## config.mk

```make
export PLATFORM = sky130hd
export DESIGN_NAME = seg_readback_decoder
export DESIGN_NICKNAME = d
export VERILOG_FILES = /design/src/rtl/seg_readback_decoder.sv
export SDC_FILE = /design/constraint.sdc
export NUM_CORES = 1
export LEC_CHECK = 0
export CAP_MARGIN = 20
export CORE_ASPECT_RATIO = 0.7
export CORE_MARGIN = 4
export CORE_UTILIZATION = 26
export DETAILED_ROUTE_END_ITERATION = 8
export SLEW_MARGIN = 20
export SYNTH_ARGS = -nofsm -noshare
export SYNTH_HDL_FRONTEND = slang
export SYNTH_SLANG_ARGS = --single-unit
export TNS_END_PERCENT = 20
```

## constraint.sdc

```tcl
create_clock -name clk -period 2.71 [get_ports clk]
set_clock_uncertainty 0.1 [all_clocks]
set_input_delay 0.542 -clock clk [delete_from_list [all_inputs] [get_ports clk]]
set_output_delay 0.542 -clock clk [all_outputs]
set_load 0.02 [all_outputs]
```

## src/rtl/seg_readback_decoder.sv

```systemverilog
// ============================================================================
//  Module      : seg_readback_decoder
//  Description : Recovers the 24-bit hex value shown on a six-digit
//                seven-segment bus, with glitch filtering and digit flags.
//  Revision    : 1.0 - initial release
// ============================================================================
`default_nettype none

module seg_readback_decoder #(
    parameter int STABLE_CYCLES = 4,
    parameter int CNT_W         = 16
) (
    input  logic             clk,
    input  logic             rst_n,
    input  logic [47:0]      segments_i,
    output logic [23:0]      value_o,
    output logic [5:0]       digit_err_o,
    output logic [5:0]       digit_blank_o,
    output logic             update_o,
    output logic             locked_o,
    output logic [CNT_W-1:0] commit_count_o
);

    localparam logic [7:0] c_RUN_MAX  = 8'(STABLE_CYCLES);
    localparam logic [7:0] c_RUN_LAST = 8'(STABLE_CYCLES - 1);

    localparam logic [1:0] c_ST_EMPTY  = 2'd0;
    localparam logic [1:0] c_ST_HOLD   = 2'd1;
    localparam logic [1:0] c_ST_SETTLE = 2'd2;

    logic [47:0]      seg_q,   seg_d;
    logic [47:0]      pat_q,   pat_d;
    logic [7:0]       run_q,   run_d;
    logic [1:0]       state_q, state_d;
    logic [23:0]      value_q, value_d;
    logic [5:0]       err_q,   err_d;
    logic [5:0]       blank_q, blank_d;
    logic             upd_q,   upd_d;
    logic             lock_q,  lock_d;
    logic [CNT_W-1:0] cnt_q,   cnt_d;

    logic [23:0] w_val;
    logic [5:0]  w_err;
    logic [5:0]  w_blank;
    logic        w_same;
    logic        w_run_hit;
    logic        w_commit;

    // Returns {legal, nibble}; illegal patterns yield a zero nibble.
    function automatic logic [4:0] seg_to_hex(input logic [6:0] p);
        logic [4:0] r;
        case (p)
            7'h40:   r = 5'h10;
            7'h79:   r = 5'h11;
            7'h24:   r = 5'h12;
            7'h30:   r = 5'h13;
            7'h19:   r = 5'h14;
            7'h12:   r = 5'h15;
            7'h02:   r = 5'h16;
            7'h78:   r = 5'h17;
            7'h00:   r = 5'h18;
            7'h10:   r = 5'h19;
            7'h08:   r = 5'h1A;
            7'h03:   r = 5'h1B;
            7'h46:   r = 5'h1C;
            7'h21:   r = 5'h1D;
            7'h06:   r = 5'h1E;
            7'h0E:   r = 5'h1F;
            default: r = 5'h00;
        endcase
        return r;
    endfunction

    for (genvar gi = 0; gi < 6; gi++) begin : g_digit
        logic [4:0] w_dec;
        assign w_dec              = seg_to_hex(seg_q[8*gi +: 7]);
        assign w_blank[gi]        = (seg_q[8*gi +: 7] == 7'h7F);
        assign w_err[gi]          = (!w_dec[4] && !w_blank[gi]) || !seg_q[8*gi + 7];
        assign w_val[4*gi +: 4]   = w_dec[3:0];
    end

    assign w_same    = (segments_i == seg_q);
    assign w_run_hit = (run_q == c_RUN_LAST);
    assign w_commit  = w_same && w_run_hit &&
                       ((state_q == c_ST_EMPTY) || (seg_q != pat_q));

    always_comb begin
        seg_d   = segments_i;
        pat_d   = pat_q;
        state_d = state_q;
        value_d = value_q;
        err_d   = err_q;
        blank_d = blank_q;
        upd_d   = 1'b0;
        lock_d  = lock_q;
        cnt_d   = cnt_q;

        // Run saturates at the window length so a held pattern fires once.
        if (!w_same) begin
            run_d = 8'd0;
        end else if (run_q == c_RUN_MAX) begin
            run_d = run_q;
        end else begin
            run_d = run_q + 8'd1;
        end

        if (w_commit) begin
            value_d = w_val;
            err_d   = w_err;
            blank_d = w_blank;
            pat_d   = seg_q;
            upd_d   = 1'b1;
            lock_d  = 1'b1;
            if (cnt_q != {CNT_W{1'b1}}) begin
                cnt_d = cnt_q + 1'b1;
            end
            state_d = c_ST_HOLD;
        end else begin
            case (state_q)
                c_ST_EMPTY:  state_d = c_ST_EMPTY;
                c_ST_HOLD: begin
                    if (segments_i != pat_q) begin
                        state_d = c_ST_SETTLE;
                    end
                end
                c_ST_SETTLE: begin
                    // Settled back on the committed pattern: silent return.
                    if (w_same && w_run_hit && (seg_q == pat_q)) begin
                        state_d = c_ST_HOLD;
                    end
                end
                default:     state_d = c_ST_EMPTY;
            endcase
        end
    end

    always_ff @(posedge clk or negedge rst_n) begin
        if (!rst_n) begin
            seg_q   <= '0;
            pat_q   <= '0;
            run_q   <= '0;
            state_q <= c_ST_EMPTY;
            value_q <= '0;
            err_q   <= '0;
            blank_q <= '0;
            upd_q   <= 1'b0;
            lock_q  <= 1'b0;
            cnt_q   <= '0;
        end else begin
            seg_q   <= seg_d;
            pat_q   <= pat_d;
            run_q   <= run_d;
            state_q <= state_d;
            value_q <= value_d;
            err_q   <= err_d;
            blank_q <= blank_d;
            upd_q   <= upd_d;
            lock_q  <= lock_d;
            cnt_q   <= cnt_d;
        end
    end

    assign value_o        = value_q;
    assign digit_err_o    = err_q;
    assign digit_blank_o  = blank_q;
    assign update_o       = upd_q;
    assign locked_o       = lock_q;
    assign commit_count_o = cnt_q;

endmodule

`default_nettype wire

```

# Yosys cells after proc, flatten, opt, wreduce, memory -nomap -nowiden
# Cells that the tools add are included.
[classes]
n_reduce_logical = 43
mux = 13
addsub = 2
n_eq_ne = 108
[op_table]
columns = ["op", "n"]
rows = [
  ["case mux 5 bit (16 select lines)", 6],
  ["== test 7 bit (second input constant)", 30],
  ["== test 7 x 5 -> 1 bit (second input constant)", 18],
  ["== test 7 x 6 -> 1 bit (second input constant)", 18],
  ["== test 48 bit", 2],
  ["inequality test 48 bit", 2],
  ["== test 7 x 2 -> 1 bit (second input constant)", 12],
  ["== test 7 x 4 -> 1 bit (second input constant)", 12],
  ["== test 7 x 3 -> 1 bit (second input constant)", 6],
  ["logical NOT 7 bit", 6],
  ["logical NOT 1 bit", 18],
  ["adder 16 x 1 -> 16 bit (second input constant)", 1],
  ["2-to-1 mux 8 bit", 2],
  ["inequality test 16 bit (second input constant)", 1],
  ["logical AND 1 bit", 9],
  ["adder 8 x 1 -> 8 bit (second input constant)", 1],
  ["== test 8 x 2 -> 1 bit (second input constant)", 1],
  ["== test 8 x 3 -> 1 bit (second input constant)", 1],
  ["logical OR 1 bit", 7],
  ["2-to-1 mux 2 bit", 3],
  ["inequality test 3 bit (second input constant)", 2],
  ["case mux 2 bit (2 select lines)", 1],
  ["AND reduction 2 bit", 2],
  ["== test 2 x 1 -> 1 bit (second input constant)", 1],
  ["other kinds (4)", 4],
]
[word_totals]
wordCells = 176
output_inout_bits = 54
ff_bits = 160

# Logic depth before layout (Yosys ltp)
# Gate-level depths: netlist (run 1).
[depth]
depth_word = 6
depth_mapped = 10
ltp_nobuf = 8

# Worst setup path after synthesis (run 1)
# Ideal clock, no wire load.
[synth_timing]
path_kind = "input to register"
start = "input segments_i[18]"
end = "register cnt_q[1] (netlist: commit_count_o[1])"
required_time_ns = 2.485
setup_time_ns = 0.125
path_buffers = 2
stages = 8
setup_slack_ns = 0.287
arrival_time_ns = 2.199
cell_sequence = "xnor2_1 nand4_1 nor4_1 nand3_1 buf_2 nor4_4 buf_4 mux2_2"
[synth_between]
elab_chain_cells = 4
[synth_rtl]
columns = ["item", "line_no", "source"]
rows = [
  ["from (decl)", "15", "input logic [47:0] segments_i,"],
  ["== test 48 bit", "82", "assign w_same = (segments_i == seg_q);"],
  ["logical AND 1 bit (2 in series)", "84", "assign w_commit = w_same && w_run_hit &&"],
  ["AND reduction 2 bit (no source line)", "n/a", ""],
  ["to (signal assigned)", "159", "cnt_q <= cnt_d;"],
  ["to (decl)", "40", "logic [CNT_W-1:0] cnt_q, cnt_d;"],
]
# Every way passes these cells.
# A chain may end at the register's enable or synchronous reset.

# Final worst setup path (run 1)
[layout_timing]
start = "input segments_i[16]"
end = "register pat_q[29]"
[layout_between]
elab_chain_cells = 3
[layout_rtl]
columns = ["item", "line_no", "source"]
rows = [
  ["== test 48 bit", "82", ""],
  ["logical AND 1 bit (2 in series)", "84", ""],
  ["to (signal assigned)", "151", "pat_q <= pat_d;"],
  ["to (decl)", "32", "logic [47:0] pat_q, pat_d;"],
]
# Every way passes these cells.

==> results of run 1 <==
==> logic make-up after synthesis <==
logic type,Yosys count
adder cells (fa/ha/maj),3
XOR/XNOR,171
AND/OR/NAND/NOR,330
AO/OA/AOI/OAI,134
flip-flops,160
multiplexers,62
buffers and inverters,91
==> sequential cells by signal (all words and copies together) (netlist names) <==
register / cells
commit_count_o: 16
digit_blank_o: 6
digit_err_o: 6
locked_o: 1
pat_q: 48
run_q: 8
seg_q: 48
state_q: 2
update_o: 1
value_o: 24
==> cell usage in the layout, fill, tap and decap left out, drive strengths merged, types with 4 or more instances in the layout <==
master and count:
nor3 29, bufinv 4, o21ai 11, o2111ai 4, clkbuf 25, and3 13
a211oi 6, o211ai 5, dlygate4sd2 23, xnor2 111, buf 149, nor2b 14
or3 5, nand3 31, or2 4, xor2 60, nor4b 6, nor3b 7
nand2b 12, dfrtp 160, a21oi 45, o22ai 4, nor2 72, a31oi 17
dlymetal6s2s 5, mux2 59, a32oi 5, nor4 28, or4 5, nand2 51
nand4 39, nand3b 7, inv 12, clkdlybuf4s50 74, o21a 8, o31ai 5
==> routing by layer <==
layer	up-vias	share of wire [%]	wire [um]	GRT usage, %
met4	2	0.91	267	3.23
li1	3765	-	-	-
met3	18	6.1	1790	4.22
met5	-	0.024	7	0
met2	225	46	13400	22.1
met1	3866	47	13800	21.1
==> worst max-delay path by stage <==
stage | startpoint | end | slack [ps]
final | segments_i[16] | pat_q[29] | -30
after global routing | seg_q[19] | locked_o | -90
after CTS | seg_q[39] | commit_count_o[14] | -3
after detailed placement | segments_i[6] | commit_count_o[14] | -660
after global placement | segments_i[6] | commit_count_o[14] | -660
after floorplan | segments_i[18] | commit_count_o[1] | 290
==> layout make-up <==
cell class	count	share of cell area [%]
inverter	12	0.347
tap	472	4.55
timing repair buffer	255	19.0
clock buffer	21	3.63
multi-input combinational	700	40.4
sequential	160	30.9
clock inverter	9	1.22
==> power groups by stage <==
stage               Clock (mW)  Sequential, mW  Combinational [mW]
finish                    2.62            2.47               0.774
global route              2.78            2.48               0.837
CTS                       2.69            2.47               0.759
detailed placement           0            2.51               0.746
global placement             0            2.51               0.739
floorplan                    0            2.49               0.358
==> metrics by stage <==
step                      hold slack [ps]  instances  total power [mW]
final                               -10.1       1629              5.86
after global routing                 31.5       1629              6.10
after CTS                            19.5       1610              5.92
after detailed placement              361       1579              3.26
after global placement                351       1579              3.25
after floorplan                       146        951              2.85
==> critical path, cell delays in order <==
cell,delay (ps)
clkdlybuf4s50_1,460
xnor2_1,220
nand4_1,200
nor4_4,350
nand3_1,130
buf_6,160
nor3_4,150
buf_6,160
buf_12,140
clkbuf_16,150
mux2_4,300
==> timing repair <==
action                     in CTS  in global routing
gates cloned                    0                  4
buffers inserted                1                 15
setup endpoints to repair      94                 88
pin swaps                      13                 15
gates resized for setup        46                 73
==> key figures, run 1 <==
Outcome
  – Status: complete, but fails checks
  – Failing checks: hold timing, setup timing

Setup path
  – Crit Path Class: in2reg
  – Worst r2r path cells: 12
  – R2R Setup Slk: -10 ps
  – Startpoint Class: input port
  – Worst Path Arrival: 2960 ps
  – CP max FO: 6
  – RR Endpoint: pat_q[29]
  – Worst r2r src: seg_q[39]
  – Critical path endpoint category: flip-flop
  – CP Data Required Time: 2930 ps

Finish
  – Final Net Count: 1199
  – FILL cells: 3455
  – Area grow syn2layout: 40.0%
  – Area of the multi-input gates: 5240 um2
  – Fraction of layout cells with a size suffix above 1: 22.3%
  – Post-route cell area: 13000 um2
  – Reg area: 4000 um2
  – Core Util, Final: 37.1%
  – N_diodes: 0

Power and ir drop
  – Clock power frac: 44.6%
  – Leak pwr: 5.51 nW
  – PwrDens: 452 nW/um2
  – Gate power share: 13.2%
  – Sw frac: 25.4%
  – Int Power: 4.38 mW
  – P_sw: 1.49 mW
  – Reg power frac: 42.2%
  – Worst vdd ir: 0.000431 V

Clock network
  – CTS Buf Count: 17
  – CTS Sinks: 160
  – Clock Path Buffers: 2
  – Clock Pin Slew Worst Setup and Hold Paths: 60 ps
  – Clock root buffer: clkbuf_16
  – Clock Latency Late Sink: 440 ps
  – Hold_buf cts: 0
  – Max H-tree Level: 4
  – CTS tree: yes

Drt
  – Initial DRC count: 751
  – Average wire per standard cell: 18.0 um
  – Post-route DRC: 0
  – Via count: 7876
  – Routed vias/inst: 4.83
  – Drt first pass iters: 5
  – Post-Route WL: 29.3 mm
  – DRT antenna net count: 0

Synth
  – Mapped Cells: 951
  – Post-synthesis simple-gate area fraction: 19.1%
  – Mean post-synth cell area: 9.74 um2
  – Yosys synthesis warning count: 0
  – Largest family of logic cells by synthesized area: simple AND/OR/NAND/NOR gates
  – Synth top area cells: dfrtp_1, xnor2_1, mux2_1, xor2_1, nor2_1
  – Sequential fraction of the synthesis area: 43.2%
  – Post-synth top area cell: dfrtp_1
  – Synthesized area: 9270 um2
  – Asr flop ratio synth: 100%
  – Adder-Cell Fraction of Synth Area: 0.405%
  – Synth Area in XOR/XNOR: 16.2%
  – Yosys reg bits: 160
  – Syn Nets: 1004
  – Post-synthesis compound-gate area fraction: 9.53%
  – Top cell type's share of synthesized area: 43.2%
  – Yosys cell types: 61
  – Commonest cells post-synth: dfrtp_1, xnor2_1, nor2_1
  – Most numerous cell in the Yosys netlist: dfrtp_1
  – Ys flop type: dfrtp_1
  – Multiplexer area fraction after synthesis: 7.49%
  – EDFF count, synth: 0

Timing
  – RSZ-0062 raised after global routing: yes
  – Sum of negative setup slack: -228 ps
  – Count of pins over their slew limit: 0
  – WHS: -10.1 ps
  – Final Hold Viols: 6
  – Finish-stage setup viols: 20
  – Slew headroom: 57.9%
  – Fin crit share: 101%
  – Tmin final: 2740 ps
  – Worst Tran Pin Value: 631 ps
  – Fmax: 365 MHz
  – Worst Setup Slack, final: -31.0 ps

Global routing
  – Vias in the first global route: 7598
  – Initial antenna violation count: 1
  – Total GRT Usage: 14.7%
  – Largest net degree at the start of global routing: 60
  – GRT overflow: 0
  – First-pass GRT wire length: 44.6 mm

Place
  – Area after DPL: 11700 um2
  – Gpl congestion: 0.914
  – Number of port buffers: 103
  – Place WS: -660 ps
  – Final HPWL DP: 21.6 mm

Floorplan
  – CORE AREA: 34900 um2
  – Die Ht: 166 um
  – IO Pins: 104
  – Die area: 38800 um2
  – # rows: 57
  – Die Wd: 234 um
  – Initial core utilization: 26.5%

Hold path
  – Hold crit path type: in2async

Run
  – Max-cap violations: 0
Power figures use the tool's default switching activity.
==> run 2: changes to the inputs <==
Settings changed: SKIP_LAST_GASP set to 1, SLEW_MARGIN 20 to unset.
==> run 2 against run 1 <==
  * The run still ends with hold timing, setup timing left
  * Critical path depth did not move
  * Setup slack improved by 7.5 ps
  * Fmax rose by 0.27%
  * Sequential power barely moved
  * Clock power barely moved
==> key figures, run 2 (synthesis gave the netlist of run 1 again) <==
Place
  – Area after DPL: 11700 um2
  – Place WS: -660 ps
  – Gpl congestion: 0.914
  – Final HPWL DP: 21.6 mm
  – Number of port buffers: 103

Drt
  – Via count: 7887
  – Initial DRC count: 700
  – DRT antenna net count: 0
  – Drt first pass iters: 5
  – Average wire per standard cell: 17.9 um
  – Post-route DRC: 0
  – Post-Route WL: 29.1 mm
  – Routed vias/inst: 4.84

Timing
  – RSZ-0062 raised after global routing: yes
  – Worst Tran Pin Value: 632 ps
  – Worst Setup Slack, final: -23.5 ps
  – Fmax: 366 MHz
  – Count of pins over their slew limit: 0
  – Finish-stage setup viols: 17
  – Tmin final: 2730 ps
  – Slew headroom: 57.8%
  – Final Hold Viols: 11
  – WHS: -14.5 ps
  – Fin crit share: 101%
  – Sum of negative setup slack: -167 ps

Floorplan
  – IO Pins: 104
  – Die Ht: 166 um
  – Initial core utilization: 26.5%
  – CORE AREA: 34900 um2
  – # rows: 57
  – Die Wd: 234 um
  – Die area: 38800 um2

Finish
  – Post-route cell area: 12900 um2
  – Core Util, Final: 36.8%
  – Area grow syn2layout: 38.7%
  – Most common cell after layout, fill and taps aside: dfrtp_1
  – Reg area: 4000 um2
  – Area of the multi-input gates: 5140 um2
  – N_diodes: 0
  – FILL cells: 3464
  – Final Net Count: 1199
  – Fraction of layout cells with a size suffix above 1: 20.1%
  – Most frequent cells in the layout: dfrtp_1, buf_4, xnor2_1, clkdlybuf4s50_1, nor2_1

Global routing
  – Largest net degree at the start of global routing: 60
  – First-pass GRT wire length: 44.6 mm
  – Total GRT Usage: 14.7%
  – Initial antenna violation count: 1
  – Vias in the first global route: 7598
  – GRT overflow: 0

Setup path
  – Worst r2r path cells: 12
  – CP Data Required Time: 2930 ps
  – Startpoint Class: input port
  – Crit Path Class: in2reg
  – Crit-path slowest cell: clkdlybuf4s50_1
  – CP bufs+invs: 5
  – Worst r2r src: seg_q[39]
  – CP top delay family: buffers and inverters
  – CP max FO: 6
  – Critical path endpoint category: flip-flop
  – Cell mode on critical path: buf_6
  – Worst Path Arrival: 2950 ps
  – CP cell instances: clkdlybuf4s50_1, xnor2_2, nand4_1, nor4_2, nand3_1, buf_6, nor3_4, buf_6, buf_12, clkbuf_16, mux2_1
  – R2R Setup Slk: -10 ps
  – RR Endpoint: pat_q[22]
  – Delay of the slowest cell on the worst path: 590 ps

Power and ir drop
  – PwrDens: 457 nW/um2
  – Worst vdd ir: 0.000441 V
  – Total Power: 5.88 mW
  – Leak pwr: 5.50 nW

Clock network
  – Clock Pin Slew Worst Setup and Hold Paths: 70 ps
  – Clock Latency Late Sink: 440 ps
  – Max H-tree Level: 4
  – Clock Path Buffers: 2
  – CTS tree: yes
  – CTS Buf Count: 17
  – CTS Sinks: 160
  – Hold_buf cts: 0
  – Clock root buffer: clkbuf_16

Run
  – Max-cap violations: 0

Hold path
  – Hold crit path type: in2async

Outcome
  – Status: complete, but fails checks
  – Failing checks: hold timing, setup timing
-- run 2: cell count changes in the layout (fill, tap and decap cells not counted), moves of 3 or more --
cell	delta
mux2_1	+22
mux2_4	-22
buf_4	+4
buf_6	-3
-- run 2: worst max path at each step --
stage                               to  cells past startpoint            from  slack (ps)
floorplan            commit_count_o[1]                      8  segments_i[18]         290
global placement    commit_count_o[14]                     10   segments_i[6]        -660
detailed placement  commit_count_o[14]                     10   segments_i[6]        -660
CTS                 commit_count_o[14]                     11       seg_q[39]          -3
global route                 pat_q[18]                     11   segments_i[3]        -100
finish                       pat_q[22]                     11  segments_i[28]         -20
-- run 2: cell type report --
class                           instances  area share (%)
Multi-Input combinational cell        700            40.0
Sequential cell                       160            31.1
Timing Repair Buffer                  255            19.0
Tap cell                              472            4.59
Clock buffer                           21            3.66
Clock inverter                          9            1.23
Inverter                               12           0.350
-- run 2: stage by stage --
step           std cells  hold slack, ps
5_1_grt             1629            36.6
4_1_cts             1610            19.5
6_report            1629           -14.5
3_3_place_gp        1579             351
2_1_floorplan        951             146
3_5_place_dp        1579             361
-- run 2: layer usage --
layer / GRT usage [%] / part of all wire, % / vias up
met5: 0 / 0.024 / -
met4: 3.23 / 1.2 / 2
met1: 21.1 / 47 / 3867
met3: 4.22 / 6.5 / 25
met2: 22.1 / 45 / 228
li1: - / - / 3765
-- run 2: power breakdown --
| group | switching [mW] | leakage, nW | total (mW) | internal [mW] |
|---|---|---|---|---|
| Sequential | 0.0490 | 2.10 | 2.47 | 2.42 |
| Clock | 1.02 | 0.301 | 2.63 | 1.61 |
| Combinational | 0.429 | 3.09 | 0.773 | 0.343 |
| Total | 1.50 | 5.50 | 5.88 | 4.38 |
-- run 2: worst register-to-register path, delay by kind of cell, from the launching register on --
| kind | cells | cell delay [ps] |
|---|---|---|
| buffers and inverters | 6 | 880 |
| and+or+nand+nor | 4 | 810 |
| DFF | 1 | 390 |
| muxes | 1 | 310 |
| xor gates and xnor gates | 1 | 120 |
-- run 2: repair_timing --
item,in CTS,in global routing
cloned,0,4
setup buffers,1,15
pin swaps,13,14
resized for setup,46,41
setup endpoints to repair,94,88
==> variant: new RTL, config.mk and constraints of run 2 <==
`value_q` no longer has a reset.
--- a/src/rtl/seg_readback_decoder.sv
+++ b/src/rtl/seg_readback_decoder.sv
@@ -142,3 +142,2 @@
             state_q <= c_ST_EMPTY;
-            value_q <= '0;
             err_q   <= '0;
@@ -153,3 +152,2 @@
             state_q <= state_d;
-            value_q <= value_d;
             err_q   <= err_d;
@@ -160,2 +158,6 @@
         end
+    end
+
+    always_ff @(posedge clk) begin
+        value_q <= value_d;
     end
Formal check against the unedited RTL: differs if rst_n is asserted again (counterexample within 10 cycles, from zero or initial values and one cycle with rst_n low); with rst_n held inactive, the same outputs for 10 cycles.
==> variant against run 2 <==
The flow finishes with violations (negative setup slack). Die area is 1.2% higher. Wire length is 13% higher. Total power is 1.4% higher. Final area is 4.7% higher. Area after synthesis is 1.3% higher. Synthesized cell count is 2.2% lower. First-iteration DRC count is 25% higher. Setup slack worse by 81 ps. Sequential cell count stayed put. Sequential power is 2% higher. Largest power group is now sequential cells.
==> variant: results (changes against run 2) <==
DP Worst Slack = -851.7 ps (-191.4 ps)
Seq/Total Area, Yosys = 0.4396 (+0.007443)
# nets final = 1253 (+4.5%)
number of non-clock buffers in the layout = 323 (+27%)
sequential cell count = 160 (unchanged)
gpl congestion = 0.9194 (+0.65%)
Synth cell types = 67 (+9.8%)
CTS max path bufs = 2 (unchanged)
TNS Setup = -1987 ps (-1821 ps)
r2r worst-path depth = 8 (-4)
first-pass GRT wire length = 49670 um (+11%)
Leakage = 5.935 nW (+8.0%)
H-tree Lvls = 4 (unchanged)
Initial DRC Count = 873 (+25%)
P_sw = 1.581 mW (+5.3%)
Seq/total area = 0.3067 (-0.004733)
global routing met2 resource utilization = 0.2243 (+0.003497)
Worst setup endpoint = commit_count_o[11]
Multi-input gate area = 5273 um^2 (+2.5%)
Peak VDD IR = 373.9 uV (-15%)
Worst Setup SP = segments_i[41]
DP Area = 12320 um^2 (+5.5%)
Async SR Flop Fraction = 0.8500 (-0.1500)
leading post-synthesis cells by cell area = dfrtp_1, xnor2_1, edfxtp_1
Clock buf/inv share = 0.04483 (-0.004032)
fillers = 3438 (-0.75%)
layout cell share with drive strength beyond 1 = 0.2572 (+0.05583)
final wirelength = 32960 um (+13%)
DP Wirelength = 24740 um (+15%)
synthesized net count = 983 (-2.1%)
antenna violations before repair = 2 (+1)
failing checks = negative setup slack
top cells by count, synth = dfrtp_1, xnor2_1, xor2_1
status = finished, violations left
Worst Setup Slack, final = -105.0 ps (-81.49 ps)
Vias/cell = 4.976 (+2.8%)
Worst path slowest cell = or4b_4
met3 Usage GRT = 0.05803 (+0.01585)
normalized max-slew margin = 0.6228 (+0.04436)
NonClk Buf Share = 0.2090 (+0.01899)
vias in the first global route = 8065 (+6.1%)
all-layer global routing usage = 0.1645 (+0.01715)
EDFF count, synth = 24 (+24)
multi-input gates = 685 (-2.1%)
clkbuf count = 23 (+9.5%)
worst path arrival time = 3080 ps (+130 ps)
min-delay worst type = input pin to flip-flop
beginning of the worst register-to-register path = seg_q[41]
Hold Fails Final Rpt = 0 (-11)
register-to-register setup slack = -80 ps (-70 ps)
invs w/o clock = 13 (+1)
routing usage on met1 = 0.2469 (+0.03567)
largest net degree at the start of global routing = 49 (-18%)
final setup fails = 56 (+39)
[variant: worst min-delay path by stage]
stage / slack [ps] / depth (start not counted) / endpoint / start
global route: 290 / 2 / seg_q[18] / segments_i[18]
detailed placement: 370 / 1 / locked_o / locked_o
floorplan: 150 / 0 / commit_count_o[0] / rst_n
finish: 280 / 2 / seg_q[18] / segments_i[18]
CTS: 360 / 1 / seg_q[34] / segments_i[34]
global placement: 370 / 1 / digit_err_o[0] / digit_err_o[0]
[variant: per-layer routing]
metal  vias up  part of all wire
li1       3930                 -
met2       308              0.41
met1      4120              0.49
met3        27             0.092
met4         0             0.015
met5         -                 0
[variant: kinds of logic (layout without fill, tap and decap cells)]
kind of cell,after synthesis,after routing,share of synthesized area
fa+ha+maj,3,3,0.004001
compound gates,125,125,0.09029
xor+xnor,171,171,0.1596
flops,160,160,0.4396
buf+inv,85,368,0.03641
simple gates,333,333,0.2065
mux,53,53,0.06362
[variant: stage by stage]
stage | hold WS (ps) | std cells | utilization
floorplan | 146.4 | 930 | -
detailed placement | 370.7 | 1641 | 0.3505
finish | 284.1 | 1685 | 0.3826
CTS | 358.4 | 1680 | 0.3758
global route | 285.6 | 1685 | 0.3826
global placement | 369.9 | 1641 | 0.3505
[variant: power groups by stage]
stage	Sequential [mW]	Combinational, mW	Clock (mW)
floorplan	2.54	0.376	0
detailed placement	2.56	0.894	0
global placement	2.56	0.890	0
CTS	2.52	0.914	2.56
global route	2.52	1.00	2.67
finish	2.52	0.938	2.50
[variant: worst max-delay path: cells and delay by family]
family | cells | cell delay (ps)
xor+xnor | 2 | 390
buf+inv | 2 | 480
simple gates | 5 | 1650
[variant: repair_timing]
action,CTS,global route
hold endpoints to repair,45,0
gates resized for setup,82,27
pin swaps,20,8
gates cloned,0,5
setup buffers,6,0
hold buffers,1,0
endpoints found under the setup margin,102,99
